==> src/rtl/regbank_arbiter.sv <==
// Two-requester round-robin arbiter in front of an 8-entry register bank.
// Each access takes one IDLE cycle to arbitrate and one ACCESS cycle to complete.
module regbank_arbiter #(
   parameter int WIDTH = 16,
   parameter int AW    = 3
) (
   input  logic             clk,
   input  logic             rst_n,
   input  logic             req0_i,
   input  logic             req1_i,
   input  logic             we0_i,
   input  logic             we1_i,
   input  logic [AW-1:0]    addr0_i,
   input  logic [AW-1:0]    addr1_i,
   input  logic [WIDTH-1:0] wdata0_i,
   input  logic [WIDTH-1:0] wdata1_i,
   output logic             gnt0_o,
   output logic             gnt1_o,
   output logic             rvalid0_o,
   output logic             rvalid1_o,
   output logic [WIDTH-1:0] rdata0_o,
   output logic [WIDTH-1:0] rdata1_o,
   output logic             busy_o
);

   localparam int DEPTH = 2 ** AW;

   typedef enum logic {
      IDLE,
      ACCESS
   } state_e;

   state_e             state_q, state_d;
   logic               win_q, win_d;
   logic               lastGnt_q, lastGnt_d;
   logic               we_q, we_d;
   logic [AW-1:0]      addr_q, addr_d;
   logic [WIDTH-1:0]   wdata_q, wdata_d;
   logic [WIDTH-1:0]   rdata_q, rdata_d;
   logic [DEPTH-1:0]   loadEn;
   logic [WIDTH-1:0]   bank_q [DEPTH];

   // On a tie the requester not granted last time wins; a lone requester always wins.
   always_comb begin
      state_d   = state_q;
      win_d     = win_q;
      lastGnt_d = lastGnt_q;
      we_d      = we_q;
      addr_d    = addr_q;
      wdata_d   = wdata_q;
      rdata_d   = rdata_q;
      unique case (state_q)
         IDLE: begin
            if (req0_i || req1_i) begin
               win_d   = (req0_i && req1_i) ? ~lastGnt_q : req1_i;
               we_d    = win_d ? we1_i : we0_i;
               addr_d  = win_d ? addr1_i : addr0_i;
               wdata_d = win_d ? wdata1_i : wdata0_i;
               rdata_d = bank_q[addr_d];
               state_d = ACCESS;
            end
         end
         ACCESS: begin
            lastGnt_d = win_q;
            state_d   = IDLE;
         end
      endcase
   end

   always_ff @(posedge clk or negedge rst_n) begin
      if (!rst_n) begin
         state_q   <= IDLE;
         win_q     <= 1'b0;
         lastGnt_q <= 1'b1;
         we_q      <= 1'b0;
         addr_q    <= '0;
         wdata_q   <= '0;
         rdata_q   <= '0;
      end else begin
         state_q   <= state_d;
         win_q     <= win_d;
         lastGnt_q <= lastGnt_d;
         we_q      <= we_d;
         addr_q    <= addr_d;
         wdata_q   <= wdata_d;
         rdata_q   <= rdata_d;
      end
   end

   // The only write path into the bank: one entry loads at the edge ending a write ACCESS.
   always_comb begin
      loadEn = '0;
      if (state_q == ACCESS && we_q) begin
         loadEn[addr_q] = 1'b1;
      end
   end

   always_ff @(posedge clk or negedge rst_n) begin
      if (!rst_n) begin
         for (int k = 0; k < DEPTH; k++) begin
            bank_q[k] <= '0;
         end
      end else begin
         for (int k = 0; k < DEPTH; k++) begin
            if (loadEn[k]) begin
               bank_q[k] <= wdata_q;
            end
         end
      end
   end

   assign busy_o    = (state_q == ACCESS);
   assign gnt0_o    = busy_o && !win_q;
   assign gnt1_o    = busy_o && win_q;
   assign rvalid0_o = gnt0_o && !we_q;
   assign rvalid1_o = gnt1_o && !we_q;
   assign rdata0_o  = rvalid0_o ? rdata_q : '0;
   assign rdata1_o  = rvalid1_o ? rdata_q : '0;

endmodule

==> config.mk <==
export PLATFORM = sky130hd
export DESIGN_NAME = regbank_arbiter
export DESIGN_NICKNAME = d
export VERILOG_FILES = /design/src/rtl/regbank_arbiter.sv
export SDC_FILE = /design/constraint.sdc
export NUM_CORES = 1
export LEC_CHECK = 0
export CAP_MARGIN = 20
export CORE_AREA = 2 2 181 183
export DETAILED_ROUTE_END_ITERATION = 10
export DIE_AREA = 0 0 183 185
export HOLD_SLACK_MARGIN = 0.05
export PLACE_DENSITY = 0.39
export SYNTH_ARGS = -nofsm -noshare
export SYNTH_HDL_FRONTEND = slang
export SYNTH_SLANG_ARGS = --single-unit
==> constraint.sdc <==
create_clock -name clk -period 2.5 [get_ports clk]
set_input_delay 0.75 -clock clk [delete_from_list [all_inputs] [get_ports clk]]
set_output_delay 0.75 -clock clk [all_outputs]
set_load 0.01 [all_outputs]
=== Yosys cells after proc, flatten, opt, wreduce, memory -nomap -nowiden ===
Index checks and enable logic that the tools add are counted.
W data, S select, Z words.

* Flip-flop bits (word level): 167
* Logic and storage cells: 46

* Muxes and demuxes: 14
* Reduce and logical (&&, ||, !) cells: 11
* Magnitude comparators: 3
* Bitwise gates (word level): 3

{| class="wikitable"
|+ Operator list
! cell !! count
|-
| $mux W16 || 5
|-
| $bmux W16 S3 || 1
|-
| $mux W8 || 1
|-
| $logic_and A1 B1 Y1 || 7
|-
| $ge A4 B4 Y1 const B || 1
|-
| $lt A3 B4 Y1 const B || 1
|-
| $mux W1 || 4
|-
| $not A3 Y4 || 1
|-
| $demux W1 S3 || 1
|-
| $ge A3 B1 Y1 const B || 1
|-
| $mux W3 || 1
|-
| $logic_not A1 Y1 || 2
|-
| $not A1 Y1 || 2
|-
| $pmux W1 S2 || 1
|-
| $reduce_and A2 Y1 || 1
|-
| $logic_or A1 B1 Y1 || 1
|}

=== Depth between registers and ports, before layout ===
Gate-level depths: netlist (run 1).

* Word-level depth: 7
* Mapped depth: 7
* Mapped depth without buffers: 5

=== Worst setup path before layout (run 1) ===
OpenSTA, ideal clock, no wires.

* Path kind: reg-to-output
* Start point: register state_q, in the netlist busy_o
* End point: output rdata0_o[10]
* Cell stages (with the launch flop): 6
* Path slack: 81 ps
* Path buffers: 2
* Arrival: 1,669 ps
* Path through: dfrtp_1 -> clkbuf_1 -> nor2b_1 -> nor2b_1 -> clkbuf_1 -> and2_1

* Cells in the longest elaborated chain, start to end: 3

{| class="wikitable"
|+ Ends and longest elaborated chain
! item !! RTL line !! source
|-
| start: declaration || 33 || <nowiki>state_e state_q, state_d;</nowiki>
|-
| start signal: assignment || 80 || <nowiki>state_q <= state_d;</nowiki>
|-
| $logic_and A1 B1 Y1 || 113 || <nowiki>assign gnt0_o = busy_o && !win_q;</nowiki>
|-
| net gnt0_o || 17 || <nowiki>output logic gnt0_o,</nowiki>
|-
| $logic_and A1 B1 Y1 || 115 || <nowiki>assign rvalid0_o = gnt0_o && !we_q;</nowiki>
|-
| net rvalid0_o || 19 || <nowiki>output logic rvalid0_o,</nowiki>
|-
| $mux W16 || 117 || <nowiki>assign rdata0_o = rvalid0_o ? rdata_q : '0;</nowiki>
|-
| end: declaration || 21 || <nowiki>output logic [WIDTH-1:0] rdata0_o,</nowiki>
|}

The timed path passes the listed nets, and every way through them passes these cells.

=== Worst setup path after layout (run 1) ===
* Start point: register win_q
* End point: output gnt0_o

* Cells in the longest elaborated chain, start to end: 2

{| class="wikitable"
|+ Ends and longest elaborated chain
! item !! RTL line !! source
|-
| start: declaration || 34 || <nowiki>logic win_q, win_d;</nowiki>
|-
| start signal: assignment || 81 || <nowiki>win_q <= win_d;</nowiki>
|-
| $logic_not A1 Y1 || 113 ||
|-
| $logic_and A1 B1 Y1 || 113 ||
|-
| end: declaration || 17 ||
|}

Every way passes these cells.

==> run_results.csv, run 1 <==
group,metric,value,unit
placed_design,hpwl,14800,um
detailed_routing,vias_per_cell,4.61,
power,switching_share,0.300,
power,intPower,0.00696,W
hold_path,hold_path.class,"in -> async",
cts,clockBufferDepth,2,
yosys,syn_inst,606,
worst_setup_path,reg2reg_slack,0.53,ns
worst_setup_path,cp-end-kind,"output port",
yosys,syn_area_per_cell,13.0,sq um
die,die_w,183,um
yosys,yosysSeqAreaShare,0.529,
sta,fmax,0.409,GHz
layout,postLayoutCellArea,0.0102,sq mm
worst_setup_path,crit_arrival,1.70,ns
yosys,synth.area.top_cells,"dfrtp_1 (53%), mux2_2 (21%), mux2i_1 (8.5%)",
yosys,async_flop_share,1.00,
worst_setup_path,startpoint_type,"flop",
cts,cts_tree,"built",
power,peakVddDrop,0.490,mV
layout,nFillCells,3210,
worst_setup_path,crit_required,1.75,ns
layout,area_growth,28.8,%
yosys,yosysWarnings,0,
power,power.switching,0.00298,W
power,pwr_density_cell,977,mW/mm^2
detailed_routing,routedWlPerCell,19.8,um
placed_design,gp_congestion,0.706,
sta,hold_viol,0,
layout,nets,773,
cts,clk-insertion-delay-late,0.42,ns
detailed_routing,drtIter0Drc,301,
yosys,syn-cell-area,0.00790,sq mm
layout,drive_gt1_frac,0.404,
power,power_frac_seq,0.462,
yosys,ys.flop_type,"dfrtp_1",
outcome,status,"completed",
power,pwr-share-clk,0.278,
detailed_routing,wl,22800,um
worst_setup_path,reg2reg_from,"lastGnt_q",
yosys,yosys.area.top_type,"dfrtp_1",
sta,worst-slew-pin-transition,0.707,ns
layout,fin_cells,1150,
layout,n_antenna_cell,0,
placed_design,placed_cell_area,0.00954,sq mm
cts,clk_pin_slew,0.07,ns
global_route,antenna_found_initial,1,
cts,cts_root_buffer,"clkbuf_16",
yosys,yosys-top-cells-count,"dfrtp_1 (166), mux2_2 (144), mux2i_1 (67), nand2_1 (57), and2_1 (34)",
global_route,grt.total_usage,0.140,
yosys,syn-num-nets,650,
global_route,first_global_vias,5717,
yosys,yosysMostFrequentCell,"dfrtp_1",
worst_setup_path,path_class,"reg -> out",
die,dieArea,0.0339,sq mm
die,start_util,0.247,
sta,whs,0.345,ns
power,p_leak,4.67,nW
global_route,grt_max_degree,69,
detailed_routing,first_pass_iters,4,
worst_setup_path,timing.rr.end,"rdata_q[7]",
die,coreArea,0.0320,sq mm
yosys,netlist.area_leader.share,0.526,
cts,cts_sinks,167,
sta,fin_crit,2.45,ns
cts,cts_buffers,17,
sta,slew_headroom,0.529,
placed_design,dp.cells,1107,
sta,post-route-period-util,0.979,
sta,setup_viol,0,
yosys,synth_edf_count,0,
die,die_height,185,um
sta,finClkSkew,0.00943,ns
worst_setup_path,path_max_fanout,3,
yosys,ys_ff_latch,167,
global_route,grt_pass1_wl,35100,um
power,power_frac_comb,0.260,
worst_setup_path,worstRegToRegCells,7,
detailed_routing,dr_total_vias,5296,
placed_design,port-buffer-count,80,
layout,final_util,0.318,
die,row_count,66,
die,num_io_pins,81,
sta,maxSlewViolCount,0,
run,drv_cap,0,
detailed_routing,drc,0,
cts,cts_max_level,4,
yosys,synth_cell_types,30,
global_route,grt_overflow_total,0,
detailed_routing,ant_nets,0,
-- layer usage --
layer / up-vias / track usage / part of all wire
li1: 2442 / - / -
met1: 2751 / 0.190 / 0.47
met2: 85 / 0.230 / 0.48
met3: 18 / 0.0226 / 0.028
met4: 0 / 0.0406 / 0.019
met5: - / 0 / 0
-- how the worst max path moves through the flow --
stage	start	end	depth (start not counted)
2_1_floorplan	busy_o	rdata0_o[10]	5
3_3_place_gp	req1_i	rdata_q[13]	7
3_5_place_dp	req1_i	rdata_q[13]	8
4_1_cts	win_q	gnt0_o	4
5_1_grt	win_q	gnt0_o	4
6_report	win_q	gnt0_o	4
-- metrics by stage --
stage                     TNS [ns]  total power [W]  worst slack, ns
after detailed placement     -5.14          0.00724           -0.346
after floorplan                  0          0.00619           0.0808
after global placement       -4.66          0.00711           -0.317
after global routing      -0.00169           0.0106         -0.00169
after CTS                        0           0.0101          0.00448
final                            0          0.00994           0.0535
-- power by group through the flow --
stage	combinational [W]	sequential [W]	clock [W]
after CTS	0.00263	0.00461	0.00287
after global placement	0.00251	0.00459	0
after global routing	0.00285	0.00478	0.00299
final	0.00258	0.00459	0.00277
after detailed placement	0.00259	0.00465	0
after floorplan	0.00185	0.00435	0
-- cell usage in the layout, fill, tap and decap left out, types with 3 or more instances in the layout --
| cell | n |
|---|---|
| clkinv_4 | 4 |
| mux2_2 | 144 |
| buf_12 | 13 |
| dlygate4sd2_1 | 3 |
| clkbuf_16 | 18 |
| inv_6 | 4 |
| buf_2 | 31 |
| nand2b_1 | 4 |
| clkdlybuf4s50_1 | 44 |
| inv_1 | 3 |
| mux2i_1 | 64 |
| dfrtp_1 | 166 |
| and2_1 | 32 |
| o21ai_0 | 21 |
| nand2_1 | 56 |
| o211ai_2 | 14 |
| bufinv_16 | 3 |
| buf_4 | 43 |
| a221oi_1 | 16 |
| a221o_1 | 16 |
| buf_6 | 7 |
| nor2_1 | 7 |
-- state kept, by name, indices dropped and copies added (netlist names) --
register   cells
busy_o         1
lastGnt_q      1
wdata_q       16
rdata_q       16
bank_q       128
we_q           1
win_q          1
addr_q         3
-- layout make-up --
cell class | instances | area [sq um] | area share
clock buffers | 17 | 425 | 0.0418
clock inverters | 15 | 193 | 0.0189
inverters | 3 | 11.3 | 0.00111
multi-input cells | 397 | 3530 | 0.347
flip-flops and latches | 167 | 4180 | 0.411
well taps | 408 | 510 | 0.0502
repair buffers | 143 | 1320 | 0.130
-- timing repair --
| action | in CTS | in global routing |
|---|---|---|
| endpoints found under the setup margin | 34 | 21 |
| buffers inserted | 8 | 3 |
| gates cloned | 2 | 1 |
| resized for setup | 149 | 5 |
| hold buffers | 0 | 0 |
| pin swaps | 1 | 0 |
-- critical path: stages (launching register included) --
cell             delay [ns]
dfrtp_1                0.41
nor2b_2                0.15
buf_4                  0.12
buf_4                  0.08
clkdlybuf4s50_1        0.53
-- cells by family after synthesis --
group | synth area share
simple gates | 0.0683
compound gates | 0.0820
buf+inv | 0.0304
flops | 0.529
mux | 0.290
No activity file was read; power rests on OpenSTA's default activity.
==> inputs of run 2 (changes only) <==
--- a/config.mk
+++ b/config.mk
@@ -5,6 +5,7 @@
 export SDC_FILE = /design/constraint.sdc
 export NUM_CORES = 1
 export LEC_CHECK = 0
+export ABC_AREA = 1
 export CAP_MARGIN = 20
 export CORE_AREA = 2 2 181 183
 export DETAILED_ROUTE_END_ITERATION = 10
==> run 2 against run 1 <==
Net effect:
- routed wire length grew 13%
- power grew 0.84%
- critical path depth grew 2
==> run_results.csv, run 2 <==
group,metric,value,unit
detailed_routing,dr_total_vias,6696,
layout,drive_gt1_frac,0.0803,
yosys,yosysWarnings,0,
die,num_io_pins,81,
layout,regMostFlops,"bank_q",
detailed_routing,top_layer,"met4",
yosys,netlist.area_leader.share,0.529,
global_route,first_global_vias,6503,
cts,hold_buffers,0,
worst_setup_path,timing.rr.end,"rdata_q[14]",
yosys,yosysSeqAreaShare,0.533,
yosys,syn-cell-area,0.00785,sq mm
yosys,synth-xor-area-share,0,
global_route,grt.total_usage,0.160,
layout,reg.largest.list,"bank_q: 128 flops, rdata_q: 16 flops, wdata_q: 16 flops",
die,coreArea,0.0320,sq mm
yosys,ys.flop_type,"dfrtp_1",
yosys,synth_cell_types,19,
detailed_routing,routedWlPerCell,17.5,um
yosys,yosys.area.top_type,"dfrtp_1",
yosys,yosysMostFrequentCell,"nand2_1",
global_route,grt_overflow_total,0,
worst_setup_path,crit_family,"buffers and inverters",
sta,final.setup.tns,0,ns
die,start_util,0.245,
power,power_frac_comb,0.268,
cts,cts_tree,"built",
worst_setup_path,crit_required,1.75,ns
die,row_count,66,
sta,fin_crit,2.41,ns
yosys,synthSimpleGateAreaFrac,0.269,
detailed_routing,wl_met3,863,um
cts,clk-insertion-delay-late,0.44,ns
outcome,status,"completed",
layout,nets,1103,
sta,worst-slew-pin-transition,0.511,ns
power,pwr-share-clk,0.294,
sta,slew_headroom,0.659,
power,peakVddDrop,0.448,mV
sta,rsz0062_at_grt,"false",
sta,maxSlewViolCount,0,
cts,cts_root_buffer,"clkbuf_16",
detailed_routing,first_pass_iters,5,
worst_setup_path,path_max_fanout,16,
worst_setup_path,crit_slowest_cell,"dfrtp_1",
power,power.switching,0.00338,W
sta,setup_viol,0,
power,intPower,0.00664,W
layout,layout_common_cells,"nand2_1 (230), nand3_1 (177), dfrtp_1 (166)",
global_route,grt_pass1_wl,40700,um
yosys,syn_inst,985,
global_route,grt_max_degree,47,
detailed_routing,ant_nets,0,
layout,largest_reg_flops,128,
yosys,synthMuxAreaShare,0,
worst_setup_path,cp-end-kind,"output port",
worst_setup_path,reg2reg_from,"lastGnt_q",
worst_setup_path,startpoint_type,"flop",
placed_design,dp.cells,1446,
worst_setup_path,cp_num_buf_inv,3,
yosys,synth.area.top_cells,"dfrtp_1 (53%), nand3_1 (11%), nand2_1 (11%)",
cts,clockBufferDepth,2,
sta,hold_viol,0,
die,die_w,183,um
global_route,antenna_found_initial,1,
placed_design,hpwl,15900,um
sta,finClkSkew,0.0205,ns
yosys,synth_top_family_by_area,"simple AND/OR/NAND/NOR gates",
sta,post-route-period-util,0.964,
cts,cts_sinks,167,
cts,clk_pin_slew,0.07,ns
layout,area_growth,27.1,%
detailed_routing,drtIter0Drc,546,
worst_setup_path,path_cells,"nand2_2 > nor2_4 > clkinvlp_4 > buf_12 > nor2_1 > dlygate4sd2_1",
yosys,synth_edf_count,0,
yosys,synthAdderAreaFrac,0,
power,p_leak,4.74,nW
power,switching_share,0.338,
die,die_height,185,um
power,power_frac_seq,0.438,
worst_setup_path,crit_arrival,1.66,ns
sta,fmax,0.415,GHz
worst_setup_path,slowest_delay,0.39,ns
detailed_routing,drc,0,
layout,layout_commonest_cell,"nand2_1",
yosys,syn-num-nets,1029,
detailed_routing,wl_met2,11700,um
placed_design,gp_congestion,0.740,
cts,cts_max_level,4,
placed_design,port-buffer-count,80,
detailed_routing,wl,25900,um
worst_setup_path,path_class,"reg -> out",
placed_design,place_ws,0.0472,ns
yosys,syn_area_per_cell,7.97,sq um
yosys,ys_ff_latch,167,
detailed_routing,vias_per_cell,4.53,
die,dieArea,0.0339,sq mm
yosys,yosys-top-cells-count,"nand2_1 (232), nand3_1 (178), dfrtp_1 (166), o21ai_0 (148), inv_1 (96)",
yosys,async_flop_share,1.00,
layout,fin_cells,1479,
detailed_routing,wl_met1,13100,um
hold_path,hold_path.class,"in -> async",
placed_design,placed_cell_area,0.00933,sq mm
sta,whs,0.238,ns
sta,worst_slack,0.0904,ns
layout,postLayoutCellArea,0.00997,sq mm
layout,n_antenna_cell,0,
worst_setup_path,worstRegToRegCells,9,
run,drv_cap,0,
power,pwr_density_cell,1010,mW/mm^2
worst_setup_path,reg2reg_slack,0.85,ns
cts,cts_buffers,17,
yosys,synth_compound_area_frac,0.112,
run 2: cell count changes in the layout (fill, tap and decap cells not counted), moves of 47 or more:
cell     delta
nand3_1   +176
nand2_1   +174
mux2_2    -144
o21ai_0   +127
inv_1      +92
mux2i_1    -64
nor2_1     +47
run 2: cell families after synthesis:
logic type | count (synthesis)
AND/OR/NAND/NOR | 485
flip-flops | 167
AO/OA/AOI/OAI | 170
buffers and inverters | 163
run 2: power groups by stage:
stage	Clock [W]	Sequential [W]	Combinational, W
after detailed placement	0	0.00443	0.00276
after CTS	0.00302	0.00439	0.00275
after floorplan	0	0.00422	0.00187
after global placement	0	0.00443	0.00273
after global routing	0.00311	0.00453	0.00318
final	0.00295	0.00439	0.00269
run 2: layout make-up:
type                       instances  area [sq um]
multi-input combinational        655          3010
clock buffer                      19           453
inverter                          96           364
clock inverter                    12           188
timing repair buffer             122          1270
sequential                       167          4180
fill                            3495         22100
tap                              408           510
run 2: how the worst max path moves through the flow:
| stage | start | to | slack (ns) | cells past startpoint |
|---|---|---|---|---|
| after floorplan | busy_o | rdata0_o[10] | 0.46 | 5 |
| after global placement | req1_i | rdata_q[11] | 0.08 | 10 |
| after detailed placement | req1_i | rdata_q[7] | 0.05 | 7 |
| after CTS | win_q | rdata1_o[14] | 0.03 | 6 |
| after global routing | win_q | rdata1_o[11] | 0.009 | 6 |
| final | win_q | rdata1_o[8] | 0.09 | 6 |
run 2: repair_timing:
action / CTS / global route
resized for setup: 38 / 6
cloned: 0 / 0
endpoints found under the setup margin: 33 / 16
hold endpoints to repair: 0 / 0
buffers inserted: 1 / 1
pin swaps: 0 / 0
run 2: stage by stage:
stage,utilization,power [W]
2_1_floorplan,-,0.00609
3_3_place_gp,0.291,0.00716
3_5_place_dp,0.291,0.00719
4_1_cts,0.311,0.0102
5_1_grt,0.311,0.0108
6_report,0.311,0.0100
run 2: layer usage:
layer	GRT usage	vias up
met1	0.230	3186
met5	0	-
li1	-	3355
met2	0.256	141
met4	0.0346	0
met3	0.0214	14
